--- config.mk ---
export PLATFORM = sky130hd
export DESIGN_NAME = mux_rr_arbiter
export DESIGN_NICKNAME = d
export VERILOG_FILES = /design/src/rtl/mux_rr_arbiter.sv
export SDC_FILE = /design/constraint.sdc
export NUM_CORES = 1
export LEC_CHECK = 0
export ABC_CLOCK_PERIOD_IN_PS = 2000
export CAP_MARGIN = 10
export CORE_MARGIN = 8
export CORE_UTILIZATION = 40
export CTS_CLUSTER_DIAMETER = 100
export DETAILED_ROUTE_END_ITERATION = 10
export HOLD_SLACK_MARGIN = 0.05
export PLACE_DENSITY = 0.66
export REMOVE_ABC_BUFFERS = 1
export SLEW_MARGIN = 20
export SYNTH_ARGS = -nofsm -noshare
export SYNTH_HDL_FRONTEND = slang
export SYNTH_SLANG_ARGS = --single-unit
--- constraint.sdc ---
create_clock -name clk -period 2 [get_ports clk]
set_clock_uncertainty 0.2 [all_clocks]
set_input_delay 0.4 -clock clk [delete_from_list [all_inputs] [get_ports clk]]
set_output_delay 0.4 -clock clk [all_outputs]
set_load 0.02 [all_outputs]
--- src/rtl/mux_rr_arbiter.sv ---
`default_nettype none
// ============================================================================
// Module   : mux_rr_arbiter
// Purpose  : Round-robin arbiter that shares one 4:1 multiplexer between four
//            requesters. Requester i owns mux input in<i>. The arbiter drives
//            the mux select lines (address1:address0) and one-hot grants.
//            A grant is held until its requester releases, or until the
//            hold-timeout forces rotation while another requester waits.
//
// Ports    : clk                 rising-edge clock
//            reset               synchronous, active-high reset
//            req0..req3          level requests, held while the mux is wanted
//            gnt0..gnt3          registered one-hot grants
//            address0/address1   registered mux select LSB / MSB
//            sel_valid           registered, high while some grant is active
//            hold_cnt            registered, cycles the current grant is held
//            lock                (only with MUX_ARB_LOCK_EN) suppresses
//                                timeout preemption for the current owner
//
// Params   : MAX_HOLD  grant cycles before forced rotation (0 = unlimited)
//            HOLD_W    hold counter width, 2**HOLD_W must exceed MAX_HOLD
//
// Options  : `define MUX_ARB_LOCK_EN adds the lock input.
//
// Revision : 1.0  initial release
// ============================================================================
module mux_rr_arbiter #(
    parameter int MAX_HOLD = 8,
    parameter int HOLD_W   = 4
) (
    input  logic              clk,
    input  logic              reset,
    input  logic              req0,
    input  logic              req1,
    input  logic              req2,
    input  logic              req3,
    output logic              gnt0,
    output logic              gnt1,
    output logic              gnt2,
    output logic              gnt3,
    output logic              address0,
    output logic              address1,
    output logic              sel_valid,
    output logic [HOLD_W-1:0] hold_cnt
`ifdef MUX_ARB_LOCK_EN
    ,
    input  logic              lock
`endif
);

    localparam logic [0:0] c_ST_IDLE  = 1'b0;
    localparam logic [0:0] c_ST_GRANT = 1'b1;

    // Value at which hold_cnt stops counting. With MAX_HOLD=0 there is no
    // timeout, so the counter simply runs up to all-ones and stays there.
    localparam logic [HOLD_W-1:0] c_HOLD_SAT =
        (MAX_HOLD == 0) ? {HOLD_W{1'b1}} : HOLD_W'(MAX_HOLD - 1);

    logic [0:0]        r_state, w_state_nxt;
    logic [3:0]        r_gnt, w_gnt_nxt;
    logic [1:0]        r_addr, w_addr_nxt;
    logic              r_valid, w_valid_nxt;
    logic [HOLD_W-1:0] r_hold, w_hold_nxt;
    logic [1:0]        r_last, w_last_nxt;

    logic [3:0] w_req;
    logic [3:0] w_others;
    logic       w_owner_req;
    logic       w_lock;
    logic       w_timeout;
    logic [1:0] w_pick;
    logic       w_pick_ok;

`ifdef MUX_ARB_LOCK_EN
    assign w_lock = lock;
`else
    assign w_lock = 1'b0;
`endif

    assign w_req       = {req3, req2, req1, req0};
    // Requests excluding the current owner. In IDLE r_gnt is zero so this is
    // all requests; after a release the owner's req is already low, so the
    // same mask serves the idle, release and timeout cases alike.
    assign w_others    = w_req & ~r_gnt;
    assign w_owner_req = |(w_req & r_gnt);
    assign w_timeout   = (MAX_HOLD != 0) && (r_hold == c_HOLD_SAT) &&
                         w_owner_req && (|w_others) && !w_lock;

    // Round-robin search starting just after the last granted index.
    always_comb begin
        logic [1:0] v_idx;
        w_pick    = 2'd0;
        w_pick_ok = 1'b0;
        for (int i = 1; i <= 4; i++) begin
            v_idx = r_last + 2'(i);
            if (!w_pick_ok && w_others[v_idx]) begin
                w_pick    = v_idx;
                w_pick_ok = 1'b1;
            end
        end
    end

    always_comb begin
        w_state_nxt = r_state;
        w_gnt_nxt   = r_gnt;
        w_addr_nxt  = r_addr;
        w_valid_nxt = r_valid;
        w_hold_nxt  = r_hold;
        w_last_nxt  = r_last;

        case (r_state)
            c_ST_IDLE: begin
                if (w_pick_ok) begin
                    w_state_nxt = c_ST_GRANT;
                    w_gnt_nxt   = 4'b0001 << w_pick;
                    w_addr_nxt  = w_pick;
                    w_valid_nxt = 1'b1;
                    w_hold_nxt  = '0;
                    w_last_nxt  = w_pick;
                end
            end
            c_ST_GRANT: begin
                if (!w_owner_req || w_timeout) begin
                    if (w_pick_ok) begin
                        // Back-to-back hand-over, no idle cycle in between.
                        w_gnt_nxt   = 4'b0001 << w_pick;
                        w_addr_nxt  = w_pick;
                        w_hold_nxt  = '0;
                        w_last_nxt  = w_pick;
                    end else begin
                        // Address keeps its last value so the mux select
                        // never glitches; sel_valid=0 marks it don't-care.
                        w_state_nxt = c_ST_IDLE;
                        w_gnt_nxt   = 4'b0000;
                        w_valid_nxt = 1'b0;
                        w_hold_nxt  = '0;
                    end
                end else if (r_hold != c_HOLD_SAT) begin
                    w_hold_nxt = r_hold + 1'b1;
                end
            end
            default: begin
                w_state_nxt = c_ST_IDLE;
                w_gnt_nxt   = 4'b0000;
                w_valid_nxt = 1'b0;
                w_hold_nxt  = '0;
            end
        endcase
    end

    always_ff @(posedge clk) begin
        if (reset) begin
            r_state <= c_ST_IDLE;
            r_gnt   <= 4'b0000;
            r_addr  <= 2'b00;
            r_valid <= 1'b0;
            r_hold  <= '0;
            r_last  <= 2'd3;  // req0 gets top priority after reset
        end else begin
            r_state <= w_state_nxt;
            r_gnt   <= w_gnt_nxt;
            r_addr  <= w_addr_nxt;
            r_valid <= w_valid_nxt;
            r_hold  <= w_hold_nxt;
            r_last  <= w_last_nxt;
        end
    end

    assign gnt0      = r_gnt[0];
    assign gnt1      = r_gnt[1];
    assign gnt2      = r_gnt[2];
    assign gnt3      = r_gnt[3];
    assign address0  = r_addr[0];
    assign address1  = r_addr[1];
    assign sel_valid = r_valid;
    assign hold_cnt  = r_hold;

endmodule
`default_nettype wire

# Yosys cells after proc, flatten, opt, wreduce, memory -nomap -nowiden
# Cells that the tools add are included.
totals:
  ramBits: 0
  output_inout_bits: 11
  latchBits: 0
  n_memories: 0
  register_bits: 14
  mem_bits_ro: 0
classes:
  n_mul: 0
  eq_ne: 6
  n_addsub: 4
  n_bitwise: 4
  reduce_logical: 15
  n_div: 0
  n_mux: 37
  n_lt_le_gt_ge: 4
  n_shift: 1
ops:
  columns: ["operator", "count"]
  rows:
  - ["4-bit 2-to-1 mux", 6]
  - ["2-bit 2-to-1 mux", 8]
  - ["4-bit case mux with 2 select lines", 2]
  - ["1-bit 2-to-1 mux", 13]
  - ["2-bit by 3-bit less-than comparator with 1-bit output (second input constant)", 4]
  - ["4-bit AND", 2]
  - ["1-bit binary-select mux with 2-bit select", 4]
  - ["2-bit case mux with 2 select lines", 2]
  - ["4-bit OR reduction", 2]
  - ["1-bit logical AND", 5]
  - ["2-bit adder (second input constant)", 2]
  - ["4-bit by 1-bit adder with 4-bit output (second input constant)", 1]
  - ["4-bit by 3-bit equality test with 1-bit output (second input constant)", 1]
  - ["1-bit logical NOT", 4]
  - ["2-bit inequality test (second input constant)", 2]
  - ["4-bit by 3-bit inequality test with 1-bit output (second input constant)", 1]
  - ["4-bit inverter", 1]
  - ["1-bit case mux with 2 select lines", 2]
  - ["2-bit AND reduction", 2]
  - ["1-bit by 2-bit left shift with 4-bit output (first input constant)", 1]
  - ["3-bit by 1-bit inequality test with 1-bit output (second input constant)", 1]
  - ["3-bit AND reduction", 1]
  - ["2-bit by 1-bit adder with 2-bit output (second input constant)", 1]
  - ["2-bit by 1-bit inequality test with 1-bit output (second input constant)", 1]
  - ["2 further kinds", 2]

# Longest topological paths before layout
logic_depth:
  word_depth: 18
  ltp_mapped: 7

# Worst setup path after synthesis
# OpenSTA, ideal clock, no wires.
synth_timing:
  path_kind: "reg-to-reg"
  from: "register r_hold[1] (netlist: hold_cnt[1])"
  to: "register r_gnt[0]"
  arrival_ns: 1.830
  path_stages_with_launch: 8
  required_time_ns: 1.730
  synth_period_minus_slack_ns: 2.100
  path_slack_ns: -0.100
  path_buffers: 1
  path_cell_list: "dfxtp_1 -> ha_1 -> and3b_1 -> clkbuf_2 -> nand2b_4 -> a22oi_2 -> or4b_1 -> a21oi_1"
synth_via:
  elab_chain_cells: 6
synth_rtl:
  columns: ["element", "line", "text"]
  rows:
  - ["start: declaration", "63", "logic [HOLD_W-1:0] r_hold, w_hold_nxt;"]
  - ["start signal: assignment", "164", "r_hold <= w_hold_nxt;"]
  - ["4-bit by 3-bit equality test with 1-bit output", "86", "assign w_timeout = (MAX_HOLD != 0) && (r_hold == c_HOLD_SAT) &&"]
  - ["1-bit logical AND", "86", null]
  - ["1-bit logical AND", "87", "w_owner_req && (|w_others) && !w_lock;"]
  - ["1-bit logical OR", "123", "if (!w_owner_req || w_timeout) begin"]
  - ["2-bit by 1-bit inequality test with 1-bit output (no line)", null, null]
  - ["2-bit AND reduction (no line)", null, null]
  - ["end signal: assignment", "161", "r_gnt <= w_gnt_nxt;"]
  - ["end: declaration", "60", "logic [3:0] r_gnt, w_gnt_nxt;"]
# No other way between the ends.
# A chain may end at the register's enable or synchronous reset.

# Worst setup path after layout
layout_timing:
  from: "register r_hold[2] (netlist: hold_cnt[2])"
  to: "output hold_cnt[2]"
layout_rtl:
  columns: ["element", "line", "text"]
  rows:
  - ["end: declaration", "44", "output logic [HOLD_W-1:0] hold_cnt"]
# No word-level cell between the ends.

==> flow_summary.yaml <==
status:
  status: "completed"
timing:
  fin_ws_ns: 0.0726
  fin_setup_tns_ns: 0
  drv_slew: 0
  final-hold-violation-count: 0
  setup_viol: 0
  rsz0062_at_grt: "no"
  fmax_mhz: 519
  holdWs_ns: 0.297
  fin_crit_ns: 1.93
  worst_slew_pin_slew_ns: 0.529
  slew_headroom: 0.646
  finalCritPeriodShare: 0.964
logic_synthesis:
  synthDistinctLibCells: 35
  synthArstFlopShare: 0
  synth-seq-cells: 14
  avgSynthCellArea_um2: 8.44
  ys_seq_area_frac: 0.357
  synth_edf_count: 0
  synthCells: 93
  synth_ff_type: "dfxtp_1"
  syn_area_um2: 785
  yosysWarnings: 0
clock_network:
  cts_sinks: 14
  cts_root_buffer: "clkbuf_4"
  numCtsBuffers: 3
  cts_max_level: 1
  cts_tree: "yes"
  path_clk_slew_ns: 0.09
  cts_hold_buf: 0
  clockBufferDepth: 2
  clock_latency_ns: 0.28
layout:
  fillCellCount: 188
  final_util: 0.607
  syn2layout_area_growth_pct: 47.2
  drive_gt1_frac: 0.231
  n_antenna_cell: 0
  nets: 139
die:
  die_h_um: 60.3
  dieWidth_um: 60.3
  ios: 17
  start_util: 0.412
  core_um2: 1900
  rows: 16
  die_area_um2: 3630
pwr:
  power_density_nw_per_um2: 864
  peakVddDrop_v: 0.000497
  p_leak_nw: 0.538
critical_path:
  path_cells: "clkdlybuf4s50_1"
  crit_path_start_kind: "flop"
  crit_family: "buffers and inverters"
  slowest_delay_ns: 0.64
  cp_max_fo: 5
  end_kind: "primary output"
  slowest_stage: "clkdlybuf4s50_1"
  criticalPathCategory: "flop to primary output"
  crit_buf_inv: 1
  timing.critical_path.arrival_ns: 1.33
  required_ns: 1.40
placement:
  pre_cts_slack_ns: -0.398
  hpwl_mm: 1.52
  gp_congestion: 0.811
  io_buffers: 16
global_route:
  grt_use_total: 0.127
  grt_pass1_vias: 808
  grt_use_met1: 0.147
  grt_busiest_layer: "met2"
  grt_use_met2: 0.194
  grt.overflow.total: 0
  grt_pass1_wl_mm: 3.46
  grt_max_degree: 15
  grtUsageMet3: 0.0409
  antenna_found_initial: 0
detailed_routing:
  via_count: 785
  vias_per_cell: 5.00
  drt_iter0_markers: 4
  drc: 0
  ant_nets: 0
  dr.pass1.iters: 3
  finalWirelength_mm: 2.03
  wl_per_cell_um: 12.9
worst_hold_path:
  hp-class: "flop to flop"
run:
  maxCapViolations: 0
[registers in the layout (all words and copies together), names as in the netlist]
signal and count:
r_gnt 4, hold_cnt 4, r_addr 2, r_state 1, r_last 2, sel_valid 1
[worst paths after layout]
path | from | to | slack, ns | depth (start not counted)
worst max-delay path | hold_cnt[2] | hold_cnt[2] | 0.07 | 1
worst min-delay path | sel_valid | sel_valid | 0.30 | 2
worst max register to register | r_gnt[0] | r_gnt[0] | 0.13 | 5
worst min register to register | sel_valid | sel_valid | 0.30 | 2
[cells in the final DEF, fill, tap and decap left out, drive strengths merged, types with 3 or more instances in the layout]
cell           Yosys  final
nor2               6      6
dfxtp             14     14
o21ai              4      4
nand2b             6      6
clkbuf             2      4
a21oi             15     15
nand3              4      4
a22o               3      3
nand2              9      9
dlymetal6s2s       0      4
dlygate4sd2        0      3
buf                0     19
inv                4      4
clkdlybuf4s50      0      9
[Yosys cell counts, types with 2 or more instances]
master	number	area share
a21oi_1	15	0.096
a22o_1	2	0.022
dfxtp_1	14	0.36
ha_1	2	0.032
inv_1	4	0.019
mux2i_1	2	0.026
nand2_1	9	0.043
nand2b_1	4	0.032
nand2b_4	2	0.035
nand3_1	4	0.026
nand3b_1	2	0.019
nor2_1	6	0.029
nor2b_1	2	0.016
nor3_1	2	0.013
o21ai_0	3	0.019
[where the power goes]
| part | internal [mW] | total [mW] | switching [mW] |
|---|---|---|---|
| Clock | 0.111 | 0.204 | 0.0932 |
| Sequential | 0.321 | 0.365 | 0.0436 |
| Combinational | 0.230 | 0.429 | 0.198 |
[stage by stage]
step                      cell area, um2  cells  power, mW
after global routing                1150    157       1.08
after floorplan                      766     91      0.590
final                               1150    157      0.998
after detailed placement            1090    152      0.792
after CTS                           1140    157       1.01
after global placement              1090    152      0.788
[what timing repair did]
| action | in CTS | in global routing |
|---|---|---|
| buffers inserted | 1 | 0 |
| gates resized for setup | 4 | 6 |
| hold endpoints to repair | 0 | 0 |
| pin swaps | 2 | 1 |
| endpoints found under the setup margin | 2 | 15 |
[routing by layer]
metal	wire length [um]	vias up	part of all wire
li1	-	417	-
met1	976	343	0.48
met2	911	19	0.45
met3	101	6	0.050
met4	39	0	0.019
met5	0	-	0
[kinds of logic after synthesis]
kind of cell    synth area share
simple gates               0.297
mux                       0.0255
buf+inv                   0.0430
compound gates             0.246
flops                      0.357
fa+ha+maj                 0.0319
[area by class of cell]
cell class / instances / area [um2] / share of cell area
Timing Repair Buffer: 35 / 309 / 0.268
Multi-Input combinational cell: 73 / 480 / 0.416
Clock buffer: 4 / 36.3 / 0.0314
Sequential cell: 14 / 280 / 0.243
Inverter: 4 / 15.0 / 0.0130
Tap cell: 27 / 33.8 / 0.0293
No activity file was read; power rests on OpenSTA's default activity.
